==> src/rtl/fifo_frame_reader.sv <==
// Drains whole FRAME_WORDS frames from the sample FIFO onto a valid/ready stream with sop/eop.
// Optional waitrequest stall timeout is compiled in with FIFO_FRAME_READER_TIMEOUT_EN.
module fifo_frame_reader #(
  parameter int unsigned FRAME_WORDS    = 8,
  parameter int unsigned POLL_INTERVAL  = 16,
  parameter int unsigned TIMEOUT_CYCLES = 255
) (
  input  logic        clk_clk,
  input  logic        reset_reset_n,
  input  logic        enable,
  output logic        fifo_0_out_read,
  input  logic        fifo_0_out_waitrequest,
  input  logic [15:0] fifo_0_out_readdata,
  output logic [2:0]  fifo_0_out_csr_address,
  output logic        fifo_0_out_csr_read,
  input  logic [31:0] fifo_0_out_csr_readdata,
  output logic        fifo_0_out_csr_write,
  output logic [31:0] fifo_0_out_csr_writedata,
  output logic [15:0] frm_data,
  output logic        frm_valid,
  input  logic        frm_ready,
  output logic        frm_sop,
  output logic        frm_eop,
  output logic        busy,
  output logic [15:0] frame_count,
  output logic        err_timeout
);

  if (FRAME_WORDS < 1 || FRAME_WORDS > 255 || POLL_INTERVAL < 1 || POLL_INTERVAL > 65535 ||
      TIMEOUT_CYCLES < 1) begin : g_bad_params
    $error("fifo_frame_reader: parameter out of legal range");
  end

  typedef enum logic [2:0] {IDLE, POLL, POLL_WAIT, READ, DRAIN} state_t;

  localparam logic [15:0] POLL_LOAD   = 16'(POLL_INTERVAL);
  localparam logic [7:0]  LAST_IDX    = 8'(FRAME_WORDS - 1);
  localparam logic [31:0] FRAME_LEVEL = 32'(FRAME_WORDS);

  state_t      state;
  logic [15:0] timer;
  logic [7:0]  idx;
  logic        take;
  logic        accept;
  logic        stall_hit;

  // Read only when the output register is free this cycle, so a word is never dropped.
  assign fifo_0_out_read          = (state == READ) && (!frm_valid || frm_ready);
  assign take                     = fifo_0_out_read && !fifo_0_out_waitrequest;
  assign accept                   = frm_valid && frm_ready;
  assign fifo_0_out_csr_read      = (state == POLL);
  assign fifo_0_out_csr_address   = '0;
  assign fifo_0_out_csr_write     = 1'b0;
  assign fifo_0_out_csr_writedata = '0;
  assign busy                     = (state != IDLE);

`ifdef FIFO_FRAME_READER_TIMEOUT_EN
  localparam logic [15:0] STALL_LIMIT = 16'(TIMEOUT_CYCLES);

  logic [15:0] stall;
  logic        err_q;

  assign stall_hit   = fifo_0_out_read && fifo_0_out_waitrequest &&
                       (stall == STALL_LIMIT - 16'd1);
  assign err_timeout = err_q;

  always_ff @(posedge clk_clk or negedge reset_reset_n) begin
    if (!reset_reset_n) begin
      stall <= '0;
      err_q <= 1'b0;
    end else begin
      if (stall_hit)
        err_q <= 1'b1;
      if (state != READ || take || stall_hit)
        stall <= '0;
      else if (fifo_0_out_read && fifo_0_out_waitrequest)
        stall <= stall + 16'd1;
    end
  end
`else
  assign stall_hit   = 1'b0;
  assign err_timeout = 1'b0;
`endif

  always_ff @(posedge clk_clk or negedge reset_reset_n) begin
    if (!reset_reset_n) begin
      state       <= IDLE;
      timer       <= POLL_LOAD;
      idx         <= '0;
      frm_data    <= '0;
      frm_valid   <= 1'b0;
      frm_sop     <= 1'b0;
      frm_eop     <= 1'b0;
      frame_count <= '0;
    end else begin
      case (state)
        IDLE: begin
          if (enable) begin
            if (timer == 16'd1) begin
              state <= POLL;
              timer <= POLL_LOAD;
            end else begin
              timer <= timer - 16'd1;
            end
          end
        end
        POLL: state <= POLL_WAIT;
        POLL_WAIT: begin
          if (fifo_0_out_csr_readdata >= FRAME_LEVEL) begin
            state <= READ;
            idx   <= '0;
          end else begin
            state <= IDLE;
            timer <= POLL_LOAD;
          end
        end
        READ: begin
          if (stall_hit) begin
            state     <= IDLE;
            timer     <= POLL_LOAD;
            frm_valid <= 1'b0;
            frm_sop   <= 1'b0;
            frm_eop   <= 1'b0;
          end else if (take) begin
            frm_data  <= fifo_0_out_readdata;
            frm_valid <= 1'b1;
            frm_sop   <= (idx == '0);
            frm_eop   <= (idx == LAST_IDX);
            idx       <= idx + 8'd1;
            if (idx == LAST_IDX)
              state <= DRAIN;
          end else if (accept) begin
            frm_valid <= 1'b0;
          end
        end
        DRAIN: begin
          // Only the eop word can sit in the register here.
          if (accept) begin
            frm_valid   <= 1'b0;
            frm_sop     <= 1'b0;
            frm_eop     <= 1'b0;
            frame_count <= frame_count + 16'd1;
            if (enable) begin
              state <= POLL;
            end else begin
              state <= IDLE;
              timer <= POLL_LOAD;
            end
          end
        end
        default: state <= IDLE;
      endcase
    end
  end

endmodule

==> config.mk <==
export PLATFORM = sky130hd
export DESIGN_NAME = fifo_frame_reader
export DESIGN_NICKNAME = d
export VERILOG_FILES = /design/src/rtl/fifo_frame_reader.sv
export SDC_FILE = /design/constraint.sdc
export NUM_CORES = 1
export LEC_CHECK = 0
export ABC_AREA = 1
export CAP_MARGIN = 20
export CELL_PAD_IN_SITES_DETAIL_PLACEMENT = 0
export CELL_PAD_IN_SITES_GLOBAL_PLACEMENT = 1
export CORE_ASPECT_RATIO = 0.7
export CORE_MARGIN = 4
export CORE_UTILIZATION = 29
export DETAILED_ROUTE_END_ITERATION = 6
export GPL_TIMING_DRIVEN = 0
export PLACE_DENSITY = 0.77
export SLEW_MARGIN = 25
export SYNTH_ARGS = -nofsm -noshare
export SYNTH_HDL_FRONTEND = slang
export SYNTH_SLANG_ARGS = --single-unit
export TNS_END_PERCENT = 30
==> constraint.sdc <==
create_clock -name clk_clk -period 1.44 [get_ports clk_clk]
set_input_delay 0.288 -clock clk_clk [delete_from_list [all_inputs] [get_ports clk_clk]]
set_output_delay 0.288 -clock clk_clk [all_outputs]
set_load 0.02 [all_outputs]
Yosys cells after proc, flatten, opt, wreduce, memory -nomap -nowiden:

Cells that the tools add are included.

* add/subtract/negate cells: 3
* multipliers: 0
* divide/modulo/power cells: 0
* order comparisons: 1
* eq/ne operators: 14
* shift operators: 0
* mux-type cells: 25
* bitwise gates (word level): 0
* reduce and logical (&&, ||, !) cells: 18

Operator list (count)
* 16-bit 2-to-1 mux: 5
* 16-bit one-hot mux with 3 select lines: 1
* 32-bit by 4-bit >= comparator with 1-bit output, second input constant: 1
* 16-bit by 1-bit adder with 16-bit output, second input constant: 1
* 16-bit by 1-bit == test with 1-bit output, second input constant: 1
* 8-bit 2-to-1 mux: 2
* 8-bit one-hot mux with 2 select lines: 1
* 16-bit by 1-bit subtractor with 16-bit output, second input constant: 1
* 3-bit 2-to-1 mux: 5
* 3-bit one-hot mux with 5 select lines: 1
* 2-bit inequality test, second input constant: 7
* 5-bit AND reduction: 2
* 8-bit by 1-bit adder with 8-bit output, second input constant: 1
* 8-bit by 3-bit == test with 1-bit output, second input constant: 1
* 8-bit zero test: 1
* 3-bit by 2-bit == test with 1-bit output, second input constant: 2
* 1-bit 2-to-1 mux: 6
* 1-bit one-hot mux with 2 select lines: 3
* 3-bit AND reduction: 2
* 3-bit nonzero test: 2
* 2-bit AND reduction: 2
* 2-bit nonzero test: 2
* 3-bit by 1-bit == test with 1-bit output, second input constant: 1
* 3-bit == test, second input constant: 1
* 6 further kinds: 9

* flip-flop bits (word level): 62
* bits in latches: 0
* memory bits (writable): 0
* bits in read-only memories: 0
* input bits: 53
* memories kept: 0

Depth between registers and ports, before layout:

* depth after elaboration: 6
* mapped depth: 12
* depth with buffers taken out: 12

Worst setup path before layout:

Ideal clock, no wire load.

* path kind: register to register
* start point: reg state[1]
* end point: reg timer[14]
* setup time: 116 ps
* arrival: 1342 ps
* data required time: 1324 ps
* path slack: -18 ps
* stages on the path, launching flop included: 13
* path buffers: 1
* clock period less this slack: 1458 ps
* cell sequence: dfrtp_1 -> inv_2 -> nand2_4 -> inv_2 -> nand2_2 -> nor2_1 -> inv_2 -> nand3_4 -> inv_4 -> nand2_4 -> buf_6 -> nand2_1 -> nand2_1

* longest elaborated chain between the ends: 3
* elaborated cells on any way between the ends: 10
* classes of those cells: 6 x eq/ne; 1 x mux; 3 x reduce/logical

Ends and longest elaborated chain
* start: declaration: line 40 `state_t state;`
* start signal: assignment: line 87 `state <= IDLE;`
* start signal: assignment: line 100 `state <= POLL;`
* start signal: assignment: line 107 `POLL: state <= POLL_WAIT;`
* 3-bit by 2-bit == test with 1-bit output (tied with other cells): line 96 `case (state)`
* 2-bit inequality test (no line) or 3-bit nonzero test (tied branches)
* 5-bit AND reduction (no line)
* end signal: assignment: line 103 `timer <= timer - 16'd1;`
* end: declaration: line 41 `logic [15:0] timer;`

Parallel ways exist; a longest one is shown, timed or not.
A chain may end at the register's enable or synchronous reset.

Final worst setup path:

* start point: reg state[1]
* end point: out fifo_0_out_csr_read

* longest elaborated chain between the ends: 1

Ends and longest elaborated chain
* 3-bit by 1-bit == test with 1-bit output: line 51 `assign fifo_0_out_csr_read = (state == POLL);`
* end: declaration: line 15 `output logic fifo_0_out_csr_read,`

No other way between the ends.

==> results.yml <==
clock_network:
  numCtsBuffers: 9
  clockBufferDepth: 2
  h-tree-depth: 3
  clock-sinks: 62
  cts_root_buf: "clkbuf_16"
  clock_latency_ns: 0.33
  clk_pin_slew_ns: 0.05
  cts_tree: "yes"
layout:
  diodes: 0
  drive_gt1_frac: 0.2775
  nNetsFinal: 753
  fin_util: 0.4713
  syn_to_final_growth_pct: 55.28
grt:
  grt_use_met1: 0.1855
  grt.busiest_layer: "met2"
  grt_remaining_overflow: 0
  grt_antenna_before_repair: 0
  grt_max_degree: 46
  use_met2: 0.2285
  grt_pass1_vias: 3716
  grtUsageTotal: 0.1442
  grt_first_pass_wirelength_um: 18160
  grt_util_met3: 0.05357
timing:
  setup_slack_ns: -0.1195
  final-hold-violation-count: 0
  fin_crit_ns: 1.560
  fin_crit_sh: 1.083
  slew_viol_final: 0
  rsz0062_at_grt: "true"
  fmax_mhz: 641.2
  report.final.setup_viol: 28
  skew_ns: 0.004886
floorplanning:
  core_sq_mm: 0.01268
  dieArea_sq_mm: 0.01520
  die_y_um: 104.4
  std_cell_rows: 34
  ios: 128
  die_width_um: 145.7
  start_util: 0.3035
logic_synthesis:
  synthAdderAreaFrac: 0.01626
  synthMuxAreaShare: 0
  ys_warn_count: 0
  yosysUniqueCellTypes: 36
  synth-seq-cells: 62
  syn_area_sq_mm: 0.003847
  ys_seq_area_frac: 0.4036
  syn_avg_cell_area_sq_um: 7.342
  netlist_instances: 524
  synthSimpleGateAreaFrac: 0.3779
  synth_xor_xnor_area_share: 0.03187
  synth_compound_area_frac: 0.04325
  synth_top_family_by_area: "simple AND/OR/NAND/NOR gates"
placed_design:
  dp_worst_setup_slack_ns: -0.8062
  dp_hpwl_um: 7847
  gp_congestion: 0.8461
  port_buffers: 87
drt:
  drtIter0Drc: 244
  ant_nets: 0
  vias: 3753
  viasPerCell: 4.359
  drt-wirelength-per-cell_um: 12.94
  routed_wl_um: 11140
  drtPass1Iterations: 4
  post-route-drc-count: 0
outcome:
  failed_checks: "setup timing"
  status: "complete, but fails checks"
min_path:
  min_path_type: "input port to async pin"
power_and_ir_drop:
  p_leak_nw: 3.175
  power_density_mw_per_mm2: 1775
  ir_drop_uv: 887.0
critical_path:
  cp-start-kind: "register"
  cp.arrival_ns: 1.27
  worstSetupPathType: "register to primary output"
  critPathMaxFanout: 3
  endpoint_kind: "primary output"
  crit_required_ns: 1.15
run:
  cap_violations: 0
cells in the mapped netlist (all sizes together):
| cell type | n | area (sq um) |
|---|---|---|
| nand2 | 179 | 706.9 |
| nor2 | 84 | 352.8 |
| dfrtp | 61 | 1526 |
| inv | 45 | 171.4 |
| buf | 41 | 306.5 |
| nand3 | 40 | 227.7 |
| o21ai | 16 | 80.08 |
| a21oi | 9 | 48.80 |
| nor3 | 7 | 46.30 |
| xnor2 | 7 | 61.31 |
| xor2 | 7 | 61.31 |
| nand4 | 6 | 52.55 |
| ha | 5 | 62.56 |
| nor3b | 4 | 40.03 |
| o21bai | 4 | 30.03 |
| clkbuf | 2 | 7.510 |
| nand3b | 2 | 15.01 |
| and3 | 1 | 6.260 |
| conb | 1 | 3.750 |
| dfstp | 1 | 26.28 |
| o21a | 1 | 7.510 |
| or2 | 1 | 6.260 |
flip-flops by register name (all words and copies together) (netlist names):
signal       flops
state            3
frame_count     16
frm_data        16
timer           16
frm_valid        1
frm_sop          1
idx              8
frm_eop          1
final timing paths:
kind                                from                   to  slack (ns)  cells after the start
max                             state[1]  fifo_0_out_csr_read       -0.12                      4
min                        reset_reset_n             timer[3]        0.40                      2
max reg2reg                     state[1]      frame_count[10]       -0.11                      8
min reg2reg                  frm_data[2]          frm_data[2]        0.46                      2
max in group asynchronous  reset_reset_n             timer[4]        0.49                      3
min in group clk_clk         frm_data[2]          frm_data[2]        0.46                      2
critical path, cell delays in order, from the launching register on:
cell and delay (ns):
dfrtp_2 0.42, buf_12 0.14, buf_6 0.11, nor3_4 0.13, buf_6 0.14
what timing repair did:
| item | CTS | global route |
|---|---|---|
| gates resized for setup | 139 | 74 |
| pin swaps | 36 | 26 |
| gates cloned | 2 | 0 |
| hold buffers | 1 | 0 |
| setup buffers | 24 | 10 |
| setup endpoints to repair | 94 | 68 |
| endpoints found under the hold margin | 17 | 0 |
layout make-up:
class	instances	area (sq um)
fillers	1271	6703
multi-input cells	410	2221
flip-flops and latches	62	1565
repair buffers	125	1166
plain buffers	42	337.8
clock buffers	12	256.5
well taps	162	202.7
inverters	45	181.4
clock inverters	3	43.79
metal layers:
metal	routed length, um	vias up
li1	-	1915
met1	5000	1722
met2	5091	104
met3	934	12
met4	114	0
met5	0	-
stage by stage:
stage                     std cells  setup TNS, ns  hold WS (ns)  area (sq um)  total power (W)
after global routing            861         -5.240        0.4254          5974          0.01143
after detailed placement        810         -26.21        0.1894          5091         0.007132
after global placement          809        -154.30        0.4532          5066         0.007063
final                           861         -1.997        0.3961          5974          0.01061
after floorplan                 560              0     -0.007591          3993         0.005635
after CTS                       852         -1.767        0.4064          5751          0.01013
cells in the final DEF, fill, tap and decap left out, types with 5 or more instances in the layout:
cell / count
nand2_4: 8
inv_1: 33
dfrtp_1: 51
nor2_1: 56
a21oi_1: 7
nand2_1: 157
dlymetal6s2s_1: 8
buf_4: 66
conb_1: 37
nor2_2: 15
clkbuf_16: 9
o21ai_0: 7
inv_2: 9
xor2_1: 7
o21ai_1: 6
nand2_2: 13
dlygate4sd2_1: 47
buf_6: 13
nand3_1: 35
clkdlybuf4s50_1: 19
nor2_4: 13
clkbuf_2: 6
dfrtp_2: 10
nand4_1: 5
xnor2_1: 7
report_power, final:
part / internal [W] / switching (W)
clock network: 0.00142 / 0.000768
logic: 0.00234 / 0.00332
registers: 0.00226 / 0.000496
total: 0.00602 / 0.00458
cells by family (layout without fill, tap and decap cells):
family,count (synthesis),in the layout
AND/OR/NAND/NOR,324,324
XOR/XNOR,14,14
other,1,37
buffers and inverters,88,227
flip-flops,62,62
adder cells (fa/ha/maj),5,5
AO/OA/AOI/OAI,30,30
Note: power is estimated with default switching activity, not from simulation.
==> RTL change 1: new RTL, same settings <==
The option `FIFO_FRAME_READER_TIMEOUT_EN` is turned on by a define.
--- a/src/rtl/fifo_frame_reader.sv
+++ b/src/rtl/fifo_frame_reader.sv
@@ -1,5 +1,7 @@
 // Drains whole FRAME_WORDS frames from the sample FIFO onto a valid/ready stream with sop/eop.
 // Optional waitrequest stall timeout is compiled in with FIFO_FRAME_READER_TIMEOUT_EN.
+`define FIFO_FRAME_READER_TIMEOUT_EN
+
 module fifo_frame_reader #(
   parameter int unsigned FRAME_WORDS    = 8,
   parameter int unsigned POLL_INTERVAL  = 16,
Formal check against the unedited RTL: same outputs for any inputs over 10 cycles, from zero or initial values and one cycle with reset_reset_n low; that may be too few to reach the edited logic, so the function may still have changed.
==> RTL change 1 against the unedited design <==
The flow still finishes with violations (setup timing). Sequential cell count rose by 17. Combinational power rose by 24%. Synthesized area rose by 29%. Sequential power rose by 17%. Power rose by 17%. Worst setup slack got worse by 0.14 ns. Fmax fell by 8.4%. Cell count rose by 30%. Final area rose by 25%. Wire length rose by 25%. Largest cell class unchanged.
==> RTL change 1: results (changes against the unedited design) <==
{
  "status": {
    "status": "finished, violations left",
    "violations": "setup timing"
  },
  "sta": {
    "setup_viol": {"value": 71, "change": "+150%"},
    "timing.setup.tns": {"value": -11.39, "unit": "ns", "change": "-9.39 ns"},
    "fin_ws": {"value": -0.262, "unit": "ns", "change": "-0.143 ns"},
    "fin_worst_skew": {"value": 0.00593, "unit": "ns", "change": "+0.00105 ns"}
  },
  "power": {
    "vdd_drop_max": {"value": 0.799, "unit": "mV", "change": "-10%"},
    "power.leakage": {"value": 3.71, "unit": "nW", "change": "+17%"}
  },
  "drt": {
    "detailroute.wirelength.met3": {"value": 836, "unit": "um", "change": "-10%"},
    "wl_met2": {"value": 5.68, "unit": "mm", "change": "+12%"},
    "met1Wirelength": {"value": 7.30, "unit": "mm", "change": "+46%"},
    "drt_pass1_iterations": {"value": 5, "change": "+1"},
    "vias": {"value": 4718, "change": "+26%"},
    "routed_wl": {"value": 13.9, "unit": "mm", "change": "+25%"}
  },
  "placement": {
    "io_buffers": {"value": 88, "change": "+1.1%"},
    "globalplace.congestion": {"value": 0.777, "change": "-8.1%"},
    "hpwl": {"value": 9.64, "unit": "mm", "change": "+23%"},
    "placement.cell_area": {"value": 6300, "unit": "um2", "change": "+24%"}
  },
  "cells_and_area": {
    "n_fill_cell": {"value": 1655, "change": "+30%"},
    "layout.cell_area.non_filler": {"value": 7490, "unit": "um2", "change": "+25%"}
  },
  "logic_synthesis": {
    "yosys.area_share.adder": {"value": 1.76, "unit": "%", "change": "+0.13 points"},
    "netlist_top_cells_area": "sky130_fd_sc_hd__dfrtp_1, sky130_fd_sc_hd__nand2_1, sky130_fd_sc_hd__nor2_1",
    "synthCells": {"value": 702, "change": "+34%"},
    "synth_top_cells_by_count": "sky130_fd_sc_hd__nand2_1, sky130_fd_sc_hd__nor2_1, sky130_fd_sc_hd__dfrtp_1, sky130_fd_sc_hd__inv_1, sky130_fd_sc_hd__nand3_1",
    "synth_compound_gate_area_share": {"value": 4.65, "unit": "%", "change": "+0.33 points"},
    "synth_xor_xnor_area_share": {"value": 5.28, "unit": "%", "change": "+2.1 points"},
    "yosysSeqAreaShare": {"value": 39.8, "unit": "%", "change": "-0.59 points"}
  },
  "setup_path": {
    "timing.critical_path.arrival": {"value": 1.98, "unit": "ns", "change": "+0.71 ns"},
    "worst-path-max-fanout": {"value": 5, "change": "+2"}
  },
  "global_routing": {
    "grt_util_all_layers": {"value": 13.9, "unit": "%", "change": "-0.50 points"},
    "grt_start_max_net_pins": {"value": 47, "change": "+2.2%"},
    "grt_use_met3": {"value": 4.06, "unit": "%", "change": "-1.3 points"}
  },
  "clocking": {
    "ctsResizeCount": {"value": 125, "change": "-10%"},
    "post-cts-setup-buffer-count": {"value": 14, "change": "-42%"}
  }
}
RTL change 1: cell types whose count changed after synthesis, moves of 4 or more:
cell                      change
sky130_fd_sc_hd__o21ai_0     +12
sky130_fd_sc_hd__or2_2        +5
sky130_fd_sc_hd__nand4_1     +10
sky130_fd_sc_hd__inv_2        -4
sky130_fd_sc_hd__dfrtp_1     +17
sky130_fd_sc_hd__nand3_1      +9
sky130_fd_sc_hd__nand2_1     +57
sky130_fd_sc_hd__o21ai_1      +7
sky130_fd_sc_hd__xor2_1      +16
sky130_fd_sc_hd__inv_1       +19
sky130_fd_sc_hd__nor2_1      +37
sky130_fd_sc_hd__a21oi_1      -6
RTL change 1: layout make-up:
class	instances	area share, %
Multi-Input combinational cell	553	39.9
Sequential cell	79	26.6
Timing Repair Buffer	137	17.7
Buffer	44	4.90
Tap cell	225	3.76
Clock buffer	12	3.43
Inverter	60	3.29
Clock inverter	4	0.401
Timing Repair inverter	1	0.0669
RTL change 1: path summary, 6_finish.rpt:
path	startpoint	end	slack [ns]	depth (start not counted)
worst min-delay path	reset_reset_n	stall[13]$_DFFE_PN0P_	0.44	2
max in group asynchronous	reset_reset_n	timer[4]$_DFFE_PN1P_	0.36	3
worst min register to register	err_timeout$_DFFE_PN0P_	err_timeout$_DFFE_PN0P_	0.46	2
worst max register to register	state[1]$_DFFE_PN0P_	stall[6]$_DFFE_PN0P_	-0.26	11
min in group clk_clk	err_timeout$_DFFE_PN0P_	err_timeout$_DFFE_PN0P_	0.46	2
worst max-delay path	state[1]$_DFFE_PN0P_	stall[6]$_DFFE_PN0P_	-0.26	11
RTL change 1: power breakdown:
group	total [mW]	internal, mW	switching (mW)
Combinational	7.00	2.97	4.03
Sequential	3.23	2.74	0.492
Clock	2.22	1.26	0.960
==> RTL change 2: new RTL, same settings <==
Without the edit above. Compare `idx` against `LAST_IDX` with >= in place of ==.
--- a/src/rtl/fifo_frame_reader.sv
+++ b/src/rtl/fifo_frame_reader.sv
@@ -127,7 +127,7 @@
             frm_sop   <= (idx == '0);
             frm_eop   <= (idx == LAST_IDX);
             idx       <= idx + 8'd1;
-            if (idx == LAST_IDX)
+            if (idx >= LAST_IDX)
               state <= DRAIN;
           end else if (accept) begin
             frm_valid <= 1'b0;
Function: no difference found for any inputs over 10 cycles, from zero or initial values and one cycle with reset_reset_n low; that may be too few to reach the edited logic, so the function may still have changed.
==> RTL change 2 against the unedited design <==
The flow still finishes with violations (setup timing). Sequential cell count is the same. Global-route usage up 0.49 points. Final area rose by 2.3%. Worst setup slack worse by 0.052 ns. Power rose by 7.2%. Sequential share of layout area decreased by 0.61 points. Combinational power grew 13%. Synthesized area down 0.59%. Wire length rose by 4.6%. Largest power group unchanged. Non-clock buffer count rose by 2. First-iteration DRC count grew 18%.
==> RTL change 2: results (changes against the unedited design) <==
{
  "setup_path": {
    "worst-path-max-fanout": {"value": 5, "change": "+2"},
    "regToRegSetupSlack": {"value": -0.16, "unit": "ns", "change": "-0.05 ns"},
    "crit_path_end": "fifo_0_out_read",
    "cpPeakStageDelay": {"value": 0.46, "unit": "ns", "change": "+0.04 ns"},
    "r2r-end": "timer[12]$_DFFE_PN0P_",
    "reg2reg_from": "state[0]$_DFFE_PN0P_",
    "critPathLaunch": "state[2]$_DFFE_PN0P_"
  },
  "logic_synthesis": {
    "netlist_top_cells_area": "sky130_fd_sc_hd__dfrtp_1, sky130_fd_sc_hd__nand2_1, sky130_fd_sc_hd__nor2_1",
    "synth_xor_xnor_area_share": {"value": 2.75, "unit": "%", "change": "-0.44 points"},
    "synth_cell_type_count": {"value": 33, "change": "-8.3%"},
    "synth_top_cells_by_count": "sky130_fd_sc_hd__nand2_1, sky130_fd_sc_hd__nor2_1, sky130_fd_sc_hd__dfrtp_1, sky130_fd_sc_hd__nand3_1, sky130_fd_sc_hd__buf_4"
  },
  "sta": {
    "holdWs": {"value": 0.345, "unit": "ns", "change": "-0.0509 ns"},
    "fin_worst_skew": {"value": 0.00810, "unit": "ns", "change": "+0.00321 ns"},
    "fin_ws": {"value": -0.172, "unit": "ns", "change": "-0.0521 ns"},
    "setup_viol": {"value": 49, "change": "+75%"},
    "timing.setup.tns": {"value": -4.02, "unit": "ns", "change": "-2.02 ns"}
  },
  "global_routing": {
    "grt_antenna_before_repair": {"value": 1, "change": "+1"},
    "grt_start_max_net_pins": {"value": 51, "change": "+11%"},
    "grt_util_all_layers": {"value": 14.9, "unit": "%", "change": "+0.49 points"}
  },
  "drt": {
    "drt-initial-drc-count": {"value": 287, "change": "+18%"},
    "routed_wl": {"value": 11.7, "unit": "mm", "change": "+4.6%"},
    "drt_pass1_iterations": {"value": 5, "change": "+1"}
  },
  "placement": {
    "placement.cell_area": {"value": 5070, "unit": "um2", "change": "-0.44%"},
    "hpwl": {"value": 7.96, "unit": "mm", "change": "+1.5%"}
  },
  "cells_and_area": {
    "drive_above_1_share": {"value": 29.5, "unit": "%", "change": "+1.8 points"}
  },
  "status": {
    "violations": "setup timing",
    "status": "finished, violations left"
  },
  "power": {
    "net_switching_share_of_the_total_power": {"value": 44.5, "unit": "%", "change": "+1.3 points"}
  }
}
RTL change 2: changes by cell type after synthesis, sizes merged, moves of 4 or more:
cell	unedited run	this run
nor2	84	94
inv	45	38
o21ai	16	11
nor3b	4	0
RTL change 2: repair_timing:
| action | in CTS | in global routing |
|---|---|---|
| hold buffers | 1 | 0 |
| pin swaps | 30 | 44 |
| gates cloned | 1 | 2 |
| setup buffers | 23 | 10 |
| hold endpoints to repair | 12 | 0 |
| endpoints found under the setup margin | 94 | 68 |
| resized for setup | 136 | 93 |
RTL change 2: per-stage QoR:
stage | instances | worst slack [ns]
2_1_floorplan | 564 | -0.00933
3_3_place_gp | 813 | -2.06
3_5_place_dp | 814 | -0.789
6_report | 866 | -0.172
5_1_grt | 866 | -0.278
4_1_cts | 854 | -0.197
RTL change 2: metal layers:
layer | vias to the layer above | GRT usage [%] | part of all wire, %
li1 | 1939 | - | -
met3 | 15 | 5.75 | 7.5
met1 | 1829 | 19.0 | 43
met4 | 2 | 4.40 | 1.3
met2 | 115 | 23.5 | 48
met5 | - | 0 | 0.10
RTL change 2: power groups by stage:
stage               Sequential, mW  Clock, mW  Combinational (mW)
global route                  3.00       2.15                7.04
floorplan                     3.00          0                2.92
finish                        2.93       2.02                6.42
global placement              2.78          0                4.65
CTS                           2.86       2.07                5.52
detailed placement            2.81          0                4.73
RTL change 2: cell families after synthesis:
kind of cell | count (synthesis)
other | 1
adder cells (fa/ha/maj) | 5
flip-flops | 62
buffers and inverters | 82
AND/OR/NAND/NOR | 343
XOR/XNOR | 12
AO/OA/AOI/OAI | 23
RTL change 2: final cells by class:
class	count	area, um2
plain buffers	44	364
flip-flops and latches	62	1560
multi-input cells	420	2320
inverters	38	148
repair buffers	125	1230
fillers	1239	6570
clock inverters	3	20.0
clock buffers	12	256
well taps	162	203
